## config.mk

```make
export PLATFORM = sky130hd
export DESIGN_NAME = instr_fetch
export DESIGN_NICKNAME = d
export VERILOG_FILES = /design/src/rtl/cpu_pkg.sv /design/src/rtl/pc_counter.sv /design/src/rtl/instr_fetch.sv
export SDC_FILE = /design/constraint.sdc
export NUM_CORES = 1
export LEC_CHECK = 0
export BUFFER_PORTS_ARGS = -buffer_cell sky130_fd_sc_hd__buf_4
export CAP_MARGIN = 10
export CORE_AREA = 10 10 61 63
export DETAILED_ROUTE_END_ITERATION = 10
export DIE_AREA = 0 0 71 73
export PLACE_DENSITY = 0.72
export SETUP_SLACK_MARGIN = 0.05
export SLEW_MARGIN = 15
export SYNTH_ARGS = -nofsm -noshare
export SYNTH_HDL_FRONTEND = slang
export SYNTH_SLANG_ARGS = --single-unit
```

## constraint.sdc

```tcl
create_clock -name clk -period 1.3 [get_ports clk]
set_input_delay 0.195 -clock clk [delete_from_list [all_inputs] [get_ports clk]]
set_output_delay 0.195 -clock clk [all_outputs]
set_load 0.01 [all_outputs]
```

## src/rtl/cpu_pkg.sv

```systemverilog
// cpu_pkg: shared types and default widths for the CPU codebase slice.
//   opcode_t       - 3-bit instruction opcodes (HLT..JMP)
//   fetch_state_t  - fetch stage FSM states
//   AWIDTH_DEF / DWIDTH_DEF / OPW_DEF - default address, word and opcode widths
package cpu_pkg;

  localparam int AWIDTH_DEF = 5;
  localparam int OPW_DEF    = 3;
  localparam int DWIDTH_DEF = OPW_DEF + AWIDTH_DEF;

  typedef enum logic [2:0] {
    HLT = 3'b000,
    SKZ = 3'b001,
    ADD = 3'b010,
    AND = 3'b011,
    XOR = 3'b100,
    LDA = 3'b101,
    STO = 3'b110,
    JMP = 3'b111
  } opcode_t;

  typedef enum logic [1:0] {
    FETCH = 2'd0,
    WAIT  = 2'd1,
    HOLD  = 2'd2,
    HALT  = 2'd3
  } fetch_state_t;

endpackage

```

## src/rtl/pc_counter.sv

```systemverilog
// pc_counter: program counter register.
//   clk, rst     - clock, synchronous active-high reset (count -> 0)
//   load         - load load_value (highest priority)
//   load_value   - jump target
//   inc          - increment request
//   inc_enable   - gates inc; an increment happens only when both are high
//   count        - current value, wraps modulo 2^AWIDTH
module pc_counter #(
  parameter int AWIDTH = 5
) (
  input  logic              clk,
  input  logic              rst,
  input  logic              load,
  input  logic [AWIDTH-1:0] load_value,
  input  logic              inc,
  input  logic              inc_enable,
  output logic [AWIDTH-1:0] count
);

  // NOTE: sequential state uses non-blocking assignments so every register
  // samples pre-edge values regardless of block evaluation order.
  always_ff @(posedge clk) begin
    if (rst) begin
      count <= '0;
    end else if (load) begin
      count <= load_value;
    end else if (inc && inc_enable) begin
      count <= count + AWIDTH'(1);  // natural wrap at 2^AWIDTH
    end
  end

endmodule

```

## src/rtl/instr_fetch.sv

```systemverilog
// instr_fetch: fetch stage in front of the CPU control unit.
//   clk, rst            - clock, synchronous active-high reset
//   mem_req/mem_addr    - read request and address to program memory
//   mem_rdata/mem_ack   - read data, valid in the cycle mem_ack=1
//   ir_valid/ir_opcode/ir_operand/ir_ready
//                       - valid/ready instruction register toward control
//   pc_load/pc_load_addr, skip
//                       - jump and skip requests, sampled only on accept
//   resume              - leave HALT and fetch from the current pc
//   halt                - fetch stopped on HLT
//   pc                  - current program counter
module instr_fetch
  import cpu_pkg::*;
#(
  parameter int AWIDTH = AWIDTH_DEF,
  parameter int DWIDTH = DWIDTH_DEF,
  parameter int OPW    = OPW_DEF
) (
  input  logic              clk,
  input  logic              rst,
  output logic              mem_req,
  output logic [AWIDTH-1:0] mem_addr,
  input  logic [DWIDTH-1:0] mem_rdata,
  input  logic              mem_ack,
  output logic              ir_valid,
  output logic [OPW-1:0]    ir_opcode,
  output logic [AWIDTH-1:0] ir_operand,
  input  logic              ir_ready,
  input  logic              pc_load,
  input  logic [AWIDTH-1:0] pc_load_addr,
  input  logic              skip,
  input  logic              resume,
  output logic              halt,
  output logic [AWIDTH-1:0] pc
);

  fetch_state_t state;

  logic accept;
  logic is_hlt;
  logic fetch_done;
  logic jump;
  logic skip_taken;

  // ir_valid is only ever set in HOLD, so this is the HOLD-state accept.
  assign accept     = ir_valid && ir_ready;
  assign is_hlt     = (ir_opcode == OPW'(HLT));
  assign fetch_done = (state == WAIT) && mem_ack;
  // Jump beats skip; neither applies when the accepted word is HLT.
  assign jump       = accept && !is_hlt && pc_load;
  assign skip_taken = accept && !is_hlt && !pc_load && skip;

  pc_counter #(
    .AWIDTH(AWIDTH)
  ) u_pc_counter (
    .clk       (clk),
    .rst       (rst),
    .load      (jump),
    .load_value(pc_load_addr),
    .inc       (fetch_done || skip_taken),
    .inc_enable(state != HALT),
    .count     (pc)
  );

  always_ff @(posedge clk) begin
    // NOTE: reset is checked first so it also wins over an ack in the same
    // cycle; a read completing during reset is dropped.
    if (rst) begin
      state      <= FETCH;
      mem_req    <= 1'b0;
      mem_addr   <= '0;
      ir_valid   <= 1'b0;
      ir_opcode  <= '0;
      ir_operand <= '0;
      halt       <= 1'b0;
    end else begin
      case (state)
        FETCH: begin
          mem_req  <= 1'b1;
          mem_addr <= pc;
          state    <= WAIT;
        end
        WAIT: begin
          // Request and address stay put until the memory answers.
          if (mem_ack) begin
            ir_opcode  <= mem_rdata[DWIDTH-1 -: OPW];
            ir_operand <= mem_rdata[AWIDTH-1:0];
            mem_req    <= 1'b0;
            ir_valid   <= 1'b1;
            state      <= HOLD;
          end
        end
        HOLD: begin
          if (accept) begin
            ir_valid <= 1'b0;
            if (is_hlt) begin
              halt  <= 1'b1;
              state <= HALT;
            end else begin
              state <= FETCH;
            end
          end
        end
        HALT: begin
          if (resume) begin
            halt  <= 1'b0;
            state <= FETCH;
          end
        end
        default: state <= FETCH;
      endcase
    end
  end

endmodule
```

Yosys cells after proc, flatten, opt, wreduce, memory -nomap -nowiden
Cells that the tools add are included.
{"block": "totals", "word_cells": 54, "register_bits": 23, "output_inout_bits": 21}
{"block": "classes", "reduce_logical": 21, "eq_ne": 8, "muxes": 16, "add_sub_neg": 1}
{"op": "$mux 5", "n": 2}
{"op": "$ne 2x2->1 const B", "n": 5}
{"op": "$mux 2", "n": 4}
{"op": "$pmux 2 s4", "n": 1}
{"op": "$reduce_bool 2->1", "n": 4}
{"op": "$logic_and 1x1->1", "n": 7}
{"op": "$mux 1", "n": 6}
{"op": "$pmux 1 s2", "n": 3}
{"op": "$reduce_and 3->1", "n": 2}
{"op": "$add 5x1->5 const B", "n": 1}
{"op": "$eq 2x2->1 const B", "n": 2}
{"op": "$reduce_and 2->1", "n": 2}
{"op": "$reduce_and 4->1", "n": 1}
{"op": "$logic_not 3->1", "n": 1}
{"op": "$eq 2x1->1 const B", "n": 1}
{"op": "$logic_not 1->1", "n": 2}
{"op": "$logic_not 2->1", "n": 1}
{"op": "$logic_or 1x1->1", "n": 1}

Logic depth before layout (Yosys ltp)
Gate-level depths: netlist of the first run.
{"block": "depth", "depth_word": 9, "ltp_mapped": 5}

By module
Synthesis of the first run repeated with hierarchy kept, for this count alone.
{"block": "hier_totals", "cells_unflattened": 123, "hier_area_um2": 1134.8}
{"mod": "instr_fetch", "instances": 1, "area_per_inst_um2": 883.3, "cells_per_inst": 93}
{"mod": "pc_counter", "instances": 1, "area_per_inst_um2": 251.5, "cells_per_inst": 30}

Least setup slack after synthesis of the first run
OpenSTA, ideal clock, no wires.
{"block": "synth_timing", "path_kind": "register to register", "start": "register ir_valid", "end": "register u_pc_counter.count[3]", "arrival_ns": 1.369, "path_buffers": 0, "required_ns": 1.226, "stages_incl_launch_ff": 5, "setup_slack_ns": -0.143, "cell_sequence": "dfxtp_1 -> o311a_4 -> a22oi_4 -> or4_1 -> a31oi_1"}
{"block": "synth_between", "elab_chain_cells": 7, "elab_cells_between_ends": 9}
{"item": "start, declared", "line": "instr_fetch.sv:25", "rtl": "output logic ir_valid,"}
{"item": "start signal, assigned", "line": "instr_fetch.sv:72", "rtl": "ir_valid <= 1'b0;"}
{"item": "start signal, assigned", "line": "instr_fetch.sv:89", "rtl": "ir_valid <= 1'b1;"}
{"item": "start signal, assigned", "line": "instr_fetch.sv:95", "rtl": "ir_valid <= 1'b0;"}
{"item": "$logic_and 1x1->1 *", "line": "instr_fetch.sv:46", "rtl": "assign accept = ir_valid && ir_ready;"}
{"item": "$logic_and 1x1->1 *", "line": "instr_fetch.sv:50, instr_fetch.sv:51"}
{"item": "$logic_and 1x1->1 (2 in series)", "line": "instr_fetch.sv:51", "rtl": "assign skip_taken = accept && !is_hlt && !pc_load && skip;"}
{"item": "$logic_or 1x1->1", "line": "instr_fetch.sv:60", "rtl": ".inc (fetch_done || skip_taken),"}
{"item": "$logic_and 1x1->1", "line": "pc_counter.sv:27", "rtl": "end else if (inc && inc_enable) begin"}
{"item": "$reduce_bool 2->1 (no source line)"}
{"item": "end signal, assigned", "line": "pc_counter.sv:26", "rtl": "count <= load_value;"}
{"item": "end signal, assigned", "line": "pc_counter.sv:28", "rtl": "count <= count + AWIDTH'(1);"}
{"item": "end, declared", "line": "pc_counter.sv:17", "rtl": "output logic [AWIDTH-1:0] count"}
Every way passes the cells marked *; elsewhere a longest branch is shown, timed or not.
A chain may end at the register's enable or synchronous reset.

Final worst setup path of the first run
{"block": "layout_timing", "start": "register ir_opcode[0]", "end": "register u_pc_counter.count[2]"}
{"block": "layout_between", "elab_chain_cells": 8, "elab_cells_between_ends": 10}
{"item": "start, declared", "line": "instr_fetch.sv:26", "rtl": "output logic [OPW-1:0] ir_opcode,"}
{"item": "start signal, assigned", "line": "instr_fetch.sv:86", "rtl": "ir_opcode <= mem_rdata[DWIDTH-1 -: OPW];"}
{"item": "$logic_not 3->1 *", "line": "instr_fetch.sv:47", "rtl": "assign is_hlt = (ir_opcode == OPW'(HLT));"}
{"item": "$logic_not 1->1 *", "line": "instr_fetch.sv:50, instr_fetch.sv:51"}
{"item": "$logic_and 1x1->1 *", "line": "instr_fetch.sv:50, instr_fetch.sv:51"}
{"item": "$logic_and 1x1->1 (2 in series)", "line": "instr_fetch.sv:51"}
{"item": "$logic_or 1x1->1", "line": "instr_fetch.sv:60"}
{"item": "$logic_and 1x1->1", "line": "pc_counter.sv:27"}
{"item": "$reduce_bool 2->1 (no source line)"}
Marked as above.

==> results.toml, run 1 <==
[timing]
whs_ns = 0.1503
fmax_mhz = 708.0
hold_violations = 0
setup_violations = 5
fin_crit_ns = 1.412
worst_pin_slew_ns = 0.2673
finalMaxSlewViolations = 0
slew_headroom_pct = 82.18
fin_crit_sh_pct = 108.7
layout_setup_ws_ns = -0.1125
rsz0062_at_grt = "true"
final.setup.tns_ns = -0.2930
finClkSkew_ns = 0.004990

[clock_tree]
cts_made_buffers = 3
clock_path_buffers = 2
clkSinkCount = 23
cts_tree = "yes"
ctsHoldBuffers = 0
h-tree-depth = 1
clk_pin_slew_ns = 0.12
clock_latency_ns = 0.30
clockRootBuffer = "clkbuf_4"

[worst_setup_path]
worstPathArrival_ns = 1.63
critPathKind = "reg -> reg"
cp.required_ns = 1.51
critPathCaptureType = "register"
cp_max_fo = 5
critPathLaunchType = "register"

[pwr]
powerDensity_nw_per_um2 = 949.9
p_sw_share_pct = 27.73
internal_power_mw = 1.018
pwr-share-seq_pct = 54.8
p_leak_nw = 0.6221
peakVddDrop_uv = 583.5
p_sw_uw = 390.6
clkPwrFrac_pct = 22.7
pwr-share-comb_pct = 22.5

[die]
start_util_pct = 38.09
ioPinCount = 41
die_area_um2 = 5183
core_area_um2 = 2615
die_width_um = 71
die_h_um = 73
row_count = 19

[hold_path]
hold_class = "in -> reg"

[layout]
final_util_pct = 56.70
fin_area_um2 = 1483
diodes = 0
nNetsFinal = 195
drive_above_1_share_pct = 41.04
area_growth_pct = 48.87

[placement]
hpwl_um = 2410
gp_congestion = 0.8283
portBuffers = 40
dpl_cell_area_um2 = 1413

[logic_synthesis]
syn_area_um2 = 996.0
ys_ff_latch = 23
synth-edff-count = 0
syn_nets = 143
yosysSeqAreaShare_pct = 46.23
synth_most_common_cell = "dfxtp_1"
ys.warnings.count = 0
synthTopCellsByArea = "dfxtp_1, a21oi_1, nand2_1, nand3_1, o21ai_0"
postSynth.topFlopCell = "dfxtp_1"
synthDistinctLibCells = 25
yosys.area.top_type_share_pct = 46.23
synth-async-reset-ratio_pct = 0
syn_avg_cell_area_um2 = 8.164
synth_top_area_cell = "dfxtp_1"
netlist_instances = 122
synth_commonest_cells = "dfxtp_1, nand2_1, a21oi_1"

[global_routing]
grt_pass1_vias = 1128
grt_overflow = 0
grt_pass1_wl_um = 5368
grt_max_degree = 24
gr-usage-all-layers_pct = 12.34
grt_antenna_before_repair = 0

[drt]
routedWlPerCell_um = 15.73
drtIter0Drc = 60
vias = 1089
via_per_inst = 5.338
ant_nets = 0
drcViolationCount = 0
drt_wl_total_um = 3208
drtPass1Iterations = 4

[run_status]
status = "finished with violations"
violations = "setup timing"

[run]
cap_viol_max_count = 0
stage by stage:
step	power, mW	instances	setup WS, ns
2_1_floorplan	0.9217	122	-0.01527
3_3_place_gp	1.079	199	-0.02868
5_1_grt	1.497	204	-0.1637
6_report	1.408	204	-0.1125
4_1_cts	1.404	204	-0.09704
3_5_place_dp	1.088	199	-0.1011
path summary, 6_finish.rpt:
path	start	slack, ns	endpoint	cells after the start
hold reg to reg	ir_operand[3]	0.46	ir_operand[3]	2
hold / removal	mem_rdata[1]	0.15	ir_operand[1]	3
setup reg to reg	ir_opcode[0]	-0.11	u_pc_counter.count[2]	4
setup / recovery	ir_opcode[0]	-0.11	u_pc_counter.count[2]	4
routing by layer:
layer	GRT usage [%]	part of all wire (%)	up-vias
li1	-	-	547
met4	3.441	0.28	0
met1	13.75	43	500
met3	6.122	9.6	2
met5	0	0	-
met2	20.38	47	40
state kept, by name (all words and copies together), names as in the netlist:
register,cells
u_pc_counter.count,5
ir_operand,5
ir_valid,1
mem_req,1
mem_addr,5
halt,1
state,2
ir_opcode,3
timing repair:
item	4_1_cts	5_1_grt
pin swaps	7	5
endpoints found under the setup margin	5	17
resized for setup	2	8
setup buffers	0	0
endpoints found under the hold margin	0	0
gates cloned	1	0
cell families after synthesis:
logic type               share of synthesized area, %
flip-flops                                      46.23
adder cells (fa/ha/maj)                         1.256
buffers and inverters                           3.015
AND/OR/NAND/NOR                                 22.62
AO/OA/AOI/OAI                                   26.88
power by group through the flow:
stage	registers [mW]	clock network (mW)	logic (mW)
after floorplan	0.799	0	0.122
after global placement	0.783	0	0.296
after detailed placement	0.786	0	0.302
after CTS	0.772	0.323	0.310
after global routing	0.778	0.370	0.349
final	0.772	0.320	0.316
worst max-delay path, cell delays in order, from the launching register on:
cell,delay [ns]
dfxtp_2,0.34
o311a_4,0.41
a22oi_4,0.18
o21ai_1,0.11
a311oi_2,0.28
cell type report:
class                           count  area (um2)
Timing Repair Buffer               52       390.4
Clock buffer                        4       26.28
Fill cell                         250        1132
Tap cell                           31       38.79
Inverter                            2       7.507
Multi-Input combinational cell     92       544.3
Sequential cell                    23       475.5
cell usage in the layout, fill, tap and decap left out, types with 2 or more instances in the layout:
master / Yosys / final
a21oi_1: 17 / 17
a31oi_1: 3 / 3
clkbuf_4: 0 / 3
o21bai_1: 2 / 2
and2_1: 2 / 2
dfxtp_4: 0 / 3
nand2_1: 21 / 19
dfxtp_1: 23 / 17
nor2_1: 7 / 6
o21ai_0: 8 / 8
a311oi_1: 4 / 3
nand3_1: 9 / 9
inv_1: 2 / 2
buf_4: 0 / 52
o21ai_1: 3 / 3
or3_1: 3 / 3
dfxtp_2: 0 / 3
nand2_2: 0 / 2
Power figures use the tool's default switching activity.
==> inputs of run 2 (changes only) <==
- CORE_AREA: 10 10 61 63 -> 10 10 65 67
- DIE_AREA: 0 0 71 73 -> 0 0 75 77
- PLACE_DENSITY: 0.72 -> 0.69
- SYNTH_HIERARCHICAL: unset -> 1
==> results.toml, run 2 <==
[global_routing]
grt_pass1_wl_um = 5202
grt_max_degree = 24
grt_antenna_before_repair = 0
grt_pass1_vias = 1196
grt_overflow = 0
gr-usage-all-layers_pct = 11.09

[timing]
slew_headroom_pct = 78.38
rsz0062_at_grt = "true"
finClkSkew_ns = 0.01032
layout_setup_ws_ns = -0.1758
finalMaxSlewViolations = 0
worst_pin_slew_ns = 0.3243
fin_crit_sh_pct = 113.5
fin_crit_ns = 1.476
setup_violations = 5
hold_violations = 0
fmax_mhz = 677.6
whs_ns = 0.1017
final.setup.tns_ns = -0.4520

[run_status]
violations = "setup timing"
status = "finished with violations"

[worst_setup_path]
cp.required_ns = 1.53
cp_max_fo = 4
rr_startpoint = "ir_opcode[2]"
critPathLaunchType = "register"
cp-startpoint = "ir_opcode[2]"
crit_end = "u_pc_counter/count[4]"
r2r-end = "u_pc_counter/count[4]"
critPathKind = "reg -> reg"
rrSetupSlack_ns = -0.18
critPathCaptureType = "register"
r2r_cells = 5
worstPathArrival_ns = 1.71

[die]
ioPinCount = 41
core_area_um2 = 2978
row_count = 20
die_area_um2 = 5775
die_h_um = 77
die_width_um = 75
start_util_pct = 38.11

[clock_tree]
clockRootBuffer = "clkbuf_4"
clock_latency_ns = 0.32
clock_path_buffers = 2
clkSinkCount = 23
cts_tree = "yes"
ctsHoldBuffers = 0
clk_pin_slew_ns = 0.14
cts_made_buffers = 3
h-tree-depth = 1

[placement]
gp_congestion = 0.8060
dpl_worst_slack_ns = -0.1009
place_inst = 204
portBuffers = 40
dpl_cell_area_um2 = 1558
hpwl_um = 2404

[logic_synthesis]
synth-edff-count = 0
ys_ff_latch = 23
synthDistinctLibCells = 30
ys.warnings.count = 6
synth_top_area_cell = "dfxtp_1"
synthTopCellsByArea = "dfxtp_1, nand3_2, nand2_1, a21oi_2, a21oi_1"
netlist_instances = 123
yosys.area.top_type_share_pct = 40.57
synth_most_common_cell = "nand2_1"
yosysSeqAreaShare_pct = 40.57
synth-async-reset-ratio_pct = 0
syn_area_um2 = 1135
synth_commonest_cells = "nand2_1, dfxtp_1, a21oi_2, nand3_2, a21oi_1"
syn_nets = 144
postSynth.topFlopCell = "dfxtp_1"
syn_avg_cell_area_um2 = 9.226

[layout]
final_common_cell = "buf_4"
multiInputGateArea_um2 = 664.4
stdcell_count = 212
area_growth_pct = 47.52
drive_above_1_share_pct = 57.54
reg_top3 = "ir_operand (5), mem_addr (5), u_pc_counter/count (5)"
final_util_pct = 56.22
regArea_um2 = 466.7
nNetsFinal = 201
fin_area_um2 = 1674
final_cell_mix = "buf_4, nand2_1, dfxtp_1"
nFillCells = 252
diodes = 0

[drt]
drt_wl_total_um = 3197
drtPass1Iterations = 4
drtIter0Drc = 81
routedWlPerCell_um = 15.08
via_per_inst = 5.151
ant_nets = 0
drcViolationCount = 0
vias = 1092

[run]
cap_viol_max_count = 0

[hold_path]
hold_class = "in -> reg"
hp-start = "mem_rdata[7]"

[pwr]
finalPower_mw = 1.507
powerDensity_nw_per_um2 = 900.1
p_leak_nw = 0.6719
peakVddDrop_uv = 348.9
## run 2: cell types whose count changed after synthesis, moves of 3 or more
| cell | before | now |
|---|---|---|
| o21ai_1 | 3 | 6 |
| a21oi_2 | 0 | 9 |
| o21ai_0 | 8 | 3 |
| nand3_2 | 0 | 9 |
| nand2_1 | 21 | 24 |
| nand3_1 | 9 | 3 |
| a21oi_1 | 17 | 8 |
| clkbuf_1 | 6 | 0 |
| buf_6 | 0 | 3 |
| a31oi_1 | 3 | 0 |
## run 2: cell type report
class | instances | area share, %
Multi-Input combinational cell | 91 | 39.69
Sequential cell | 23 | 27.88
Timing Repair Buffer | 57 | 26.98
Tap cell | 33 | 2.466
Clock buffer | 3 | 1.345
Inverter | 3 | 0.9716
Timing Repair inverter | 1 | 0.3737
Clock inverter | 1 | 0.2990
## run 2: critical path, cell delays in order (launching register included)
cell	delay, ns
dfxtp_2	0.38
o311ai_4	0.12
o21ai_4	0.18
nand3_2	0.12
or3_1	0.36
a311oi_1	0.24
## run 2: repair_timing
action	4_1_cts	5_1_grt
resized for setup	5	13
endpoints found under the setup margin	5	7
pin swaps	4	5
setup buffers	2	2
gates cloned	1	0
## run 2: layer usage
layer  vias to the layer above  part of all wire (%)  GRT usage [%]
met2                        35                    49          18.20
met1                       512                    39          11.91
met5                         -                     0              0
met4                         0                  0.63          3.409
met3                         4                    11          5.663
li1                        541                     -              -
## run 2: cells by family (layout without fill, tap and decap cells)
kind of cell / after synthesis / in the layout / synth area share [%]
AND/OR/NAND/NOR: 53 / 53 / 27.79
adder cells (fa/ha/maj): 1 / 1 / 1.102
XOR/XNOR: 2 / 2 / 1.544
buffers and inverters: 9 / 65 / 6.615
AO/OA/AOI/OAI: 35 / 35 / 22.38
flip-flops: 23 / 23 / 40.57
## run 2: worst min-delay path by stage
stage / to / slack [ns] / depth (start not counted)
floorplan: u_pc_counter/count[1] / 0.27 / 1
global placement: ir_opcode[2] / 0.44 / 3
global route: ir_opcode[2] / 0.09 / 3
detailed placement: ir_opcode[2] / 0.45 / 3
finish: ir_opcode[2] / 0.10 / 3
CTS: ir_opcode[2] / 0.10 / 3
## run 2: report_power, final
part | switching [mW] | total, mW | internal [mW]
Clock | 0.230 | 0.345 | 0.115
Sequential | 0.0279 | 0.772 | 0.744
Combinational | 0.197 | 0.390 | 0.193
Total | 0.456 | 1.51 | 1.05
==> inputs of run 3 (changes only) <==
- clock period: 1.3 -> 1.2 ns (I/O delays scaled with it)
==> results.toml, run 3 (same netlist as run 2, synthesis figures left out) <==
[pwr]
peakVddDrop_uv = 468.6
powerDensity_nw_per_um2 = 957.7
p_leak_nw = 0.7024

[clock_tree]
h-tree-depth = 1
cts_made_buffers = 3
clockRootBuffer = "clkbuf_4"
clock_path_buffers = 2
clkSinkCount = 23
clk_pin_slew_ns = 0.13
cts_tree = "yes"
ctsHoldBuffers = 0
clock_latency_ns = 0.31

[placement]
gp_congestion = 0.7853
portBuffers = 40
dpl_worst_slack_ns = -0.1757
hpwl_um = 2430

[die]
start_util_pct = 38.11
die_area_um2 = 5775
row_count = 20
die_h_um = 77
die_width_um = 75
ioPinCount = 41
core_area_um2 = 2978

[global_routing]
grt_max_degree = 24
gr-usage-all-layers_pct = 10.77
grt_pass1_vias = 1105
grt_antenna_before_repair = 0
grt_pass1_wl_um = 5085
grt_overflow = 0

[run]
cap_viol_max_count = 0

[layout]
reg_top3 = "ir_operand (5), mem_addr (5), u_pc_counter/count (5)"
final_cell_mix = "buf_4, nand2_1, dfxtp_1"
area_growth_pct = 52.48
diodes = 0
nNetsFinal = 205
final_common_cell = "buf_4"
drive_above_1_share_pct = 59.02

[drt]
via_per_inst = 5.069
drtIter0Drc = 39
drcViolationCount = 0
vias = 1095
drt_wl_total_um = 3158
drtPass1Iterations = 4
routedWlPerCell_um = 14.62
ant_nets = 0

[timing]
setup_violations = 5
worst_pin_slew_ns = 0.3064
hold_violations = 0
fin_crit_sh_pct = 114.3
finClkSkew_ns = 0.008493
fin_crit_ns = 1.371
rsz0062_at_grt = "true"
layout_setup_ws_ns = -0.1710
fmax_mhz = 729.4
slew_headroom_pct = 79.57
final.setup.tns_ns = -0.7330
finalMaxSlewViolations = 0

[worst_setup_path]
critical_path.cell_chain = "o311ai_4 -> o21ai_4 -> nand3_2 -> or3_1 -> a311oi_1"
critPathTopFamily = "compound AO/OA/AOI/OAI gates"
cp_max_fo = 4
cp.required_ns = 1.43
slowest_delay_ns = 0.39
critPathCaptureType = "register"
worstPathArrival_ns = 1.60
slowest_stage = "dfxtp_2"
critPathLaunchType = "register"
critical_path_buf_inv_count = 0
critPathKind = "reg -> reg"

[hold_path]
hold_class = "in -> reg"

[run_status]
status = "finished with violations"
violations = "setup timing"
## run 3: cell types whose count changed in the layout (fill, tap and decap cells not counted), sizes merged
cell / previous run / this run
buf: 57 / 62
clkbuf: 3 / 4
inv: 3 / 2
clkinv: 2 / 1
## run 3: power breakdown
group,total (mW),switching [mW],internal [mW]
Combinational,0.455,0.219,0.236
Clock,0.363,0.233,0.130
Sequential,0.840,0.0334,0.806
## run 3: worst paths after layout
kind,startpoint,endpoint,slack (ns),cells past startpoint
max,ir_valid,u_pc_counter/count[3],-0.17,5
min,mem_rdata[7],ir_opcode[2],0.1,3
max reg2reg,ir_valid,u_pc_counter/count[3],-0.17,5
min reg2reg,ir_operand[0],ir_operand[0],0.48,2
## run 3: area by class of cell
cell class	instances	area, um2
Sequential cell	23	470.5
Fill cell	273	1247
Clock buffer	4	26.28
Timing Repair Buffer	62	505.5
Inverter	3	16.27
Multi-Input combinational cell	91	670.6
Tap cell	33	41.29
## run 3: routing by layer
metal  GRT usage [%]  part of all wire, %  vias to the layer above  wire (um)
met1           12.01                   40                      512       1250
met3           4.247                  9.2                        2        290
met4           2.083                 0.32                        0         10
li1                -                    -                      551          -
met5               0                    0                        -          0
met2           18.54                   51                       30       1606
## run 3: worst register-to-register path, cell delays in order (launching register included)
cell and delay [ns]:
dfxtp_2 0.39, o311ai_4 0.11, o21ai_4 0.17, nand3_2 0.11, or3_1 0.31, a311oi_1 0.21
## run 3: timing repair
item                       in CTS  in global routing
gates resized for setup        12                 10
pin swaps                       8                  7
buffers inserted                3                  3
setup endpoints to repair       7                 17
## run 3: stage by stage
stage / hold slack (ns) / total power [mW] / area [um2] / cells / util, %
after floorplan: 0.2521 / 1.085 / 1164 / 123 / -
after global placement: 0.4270 / 1.247 / 1574 / 206 / 52.86
after detailed placement: 0.4366 / 1.259 / 1574 / 206 / 52.86
after CTS: 0.09310 / 1.634 / 1668 / 213 / 56.01
after global routing: 0.08773 / 1.736 / 1730 / 216 / 58.11
final: 0.09574 / 1.657 / 1730 / 216 / 58.11
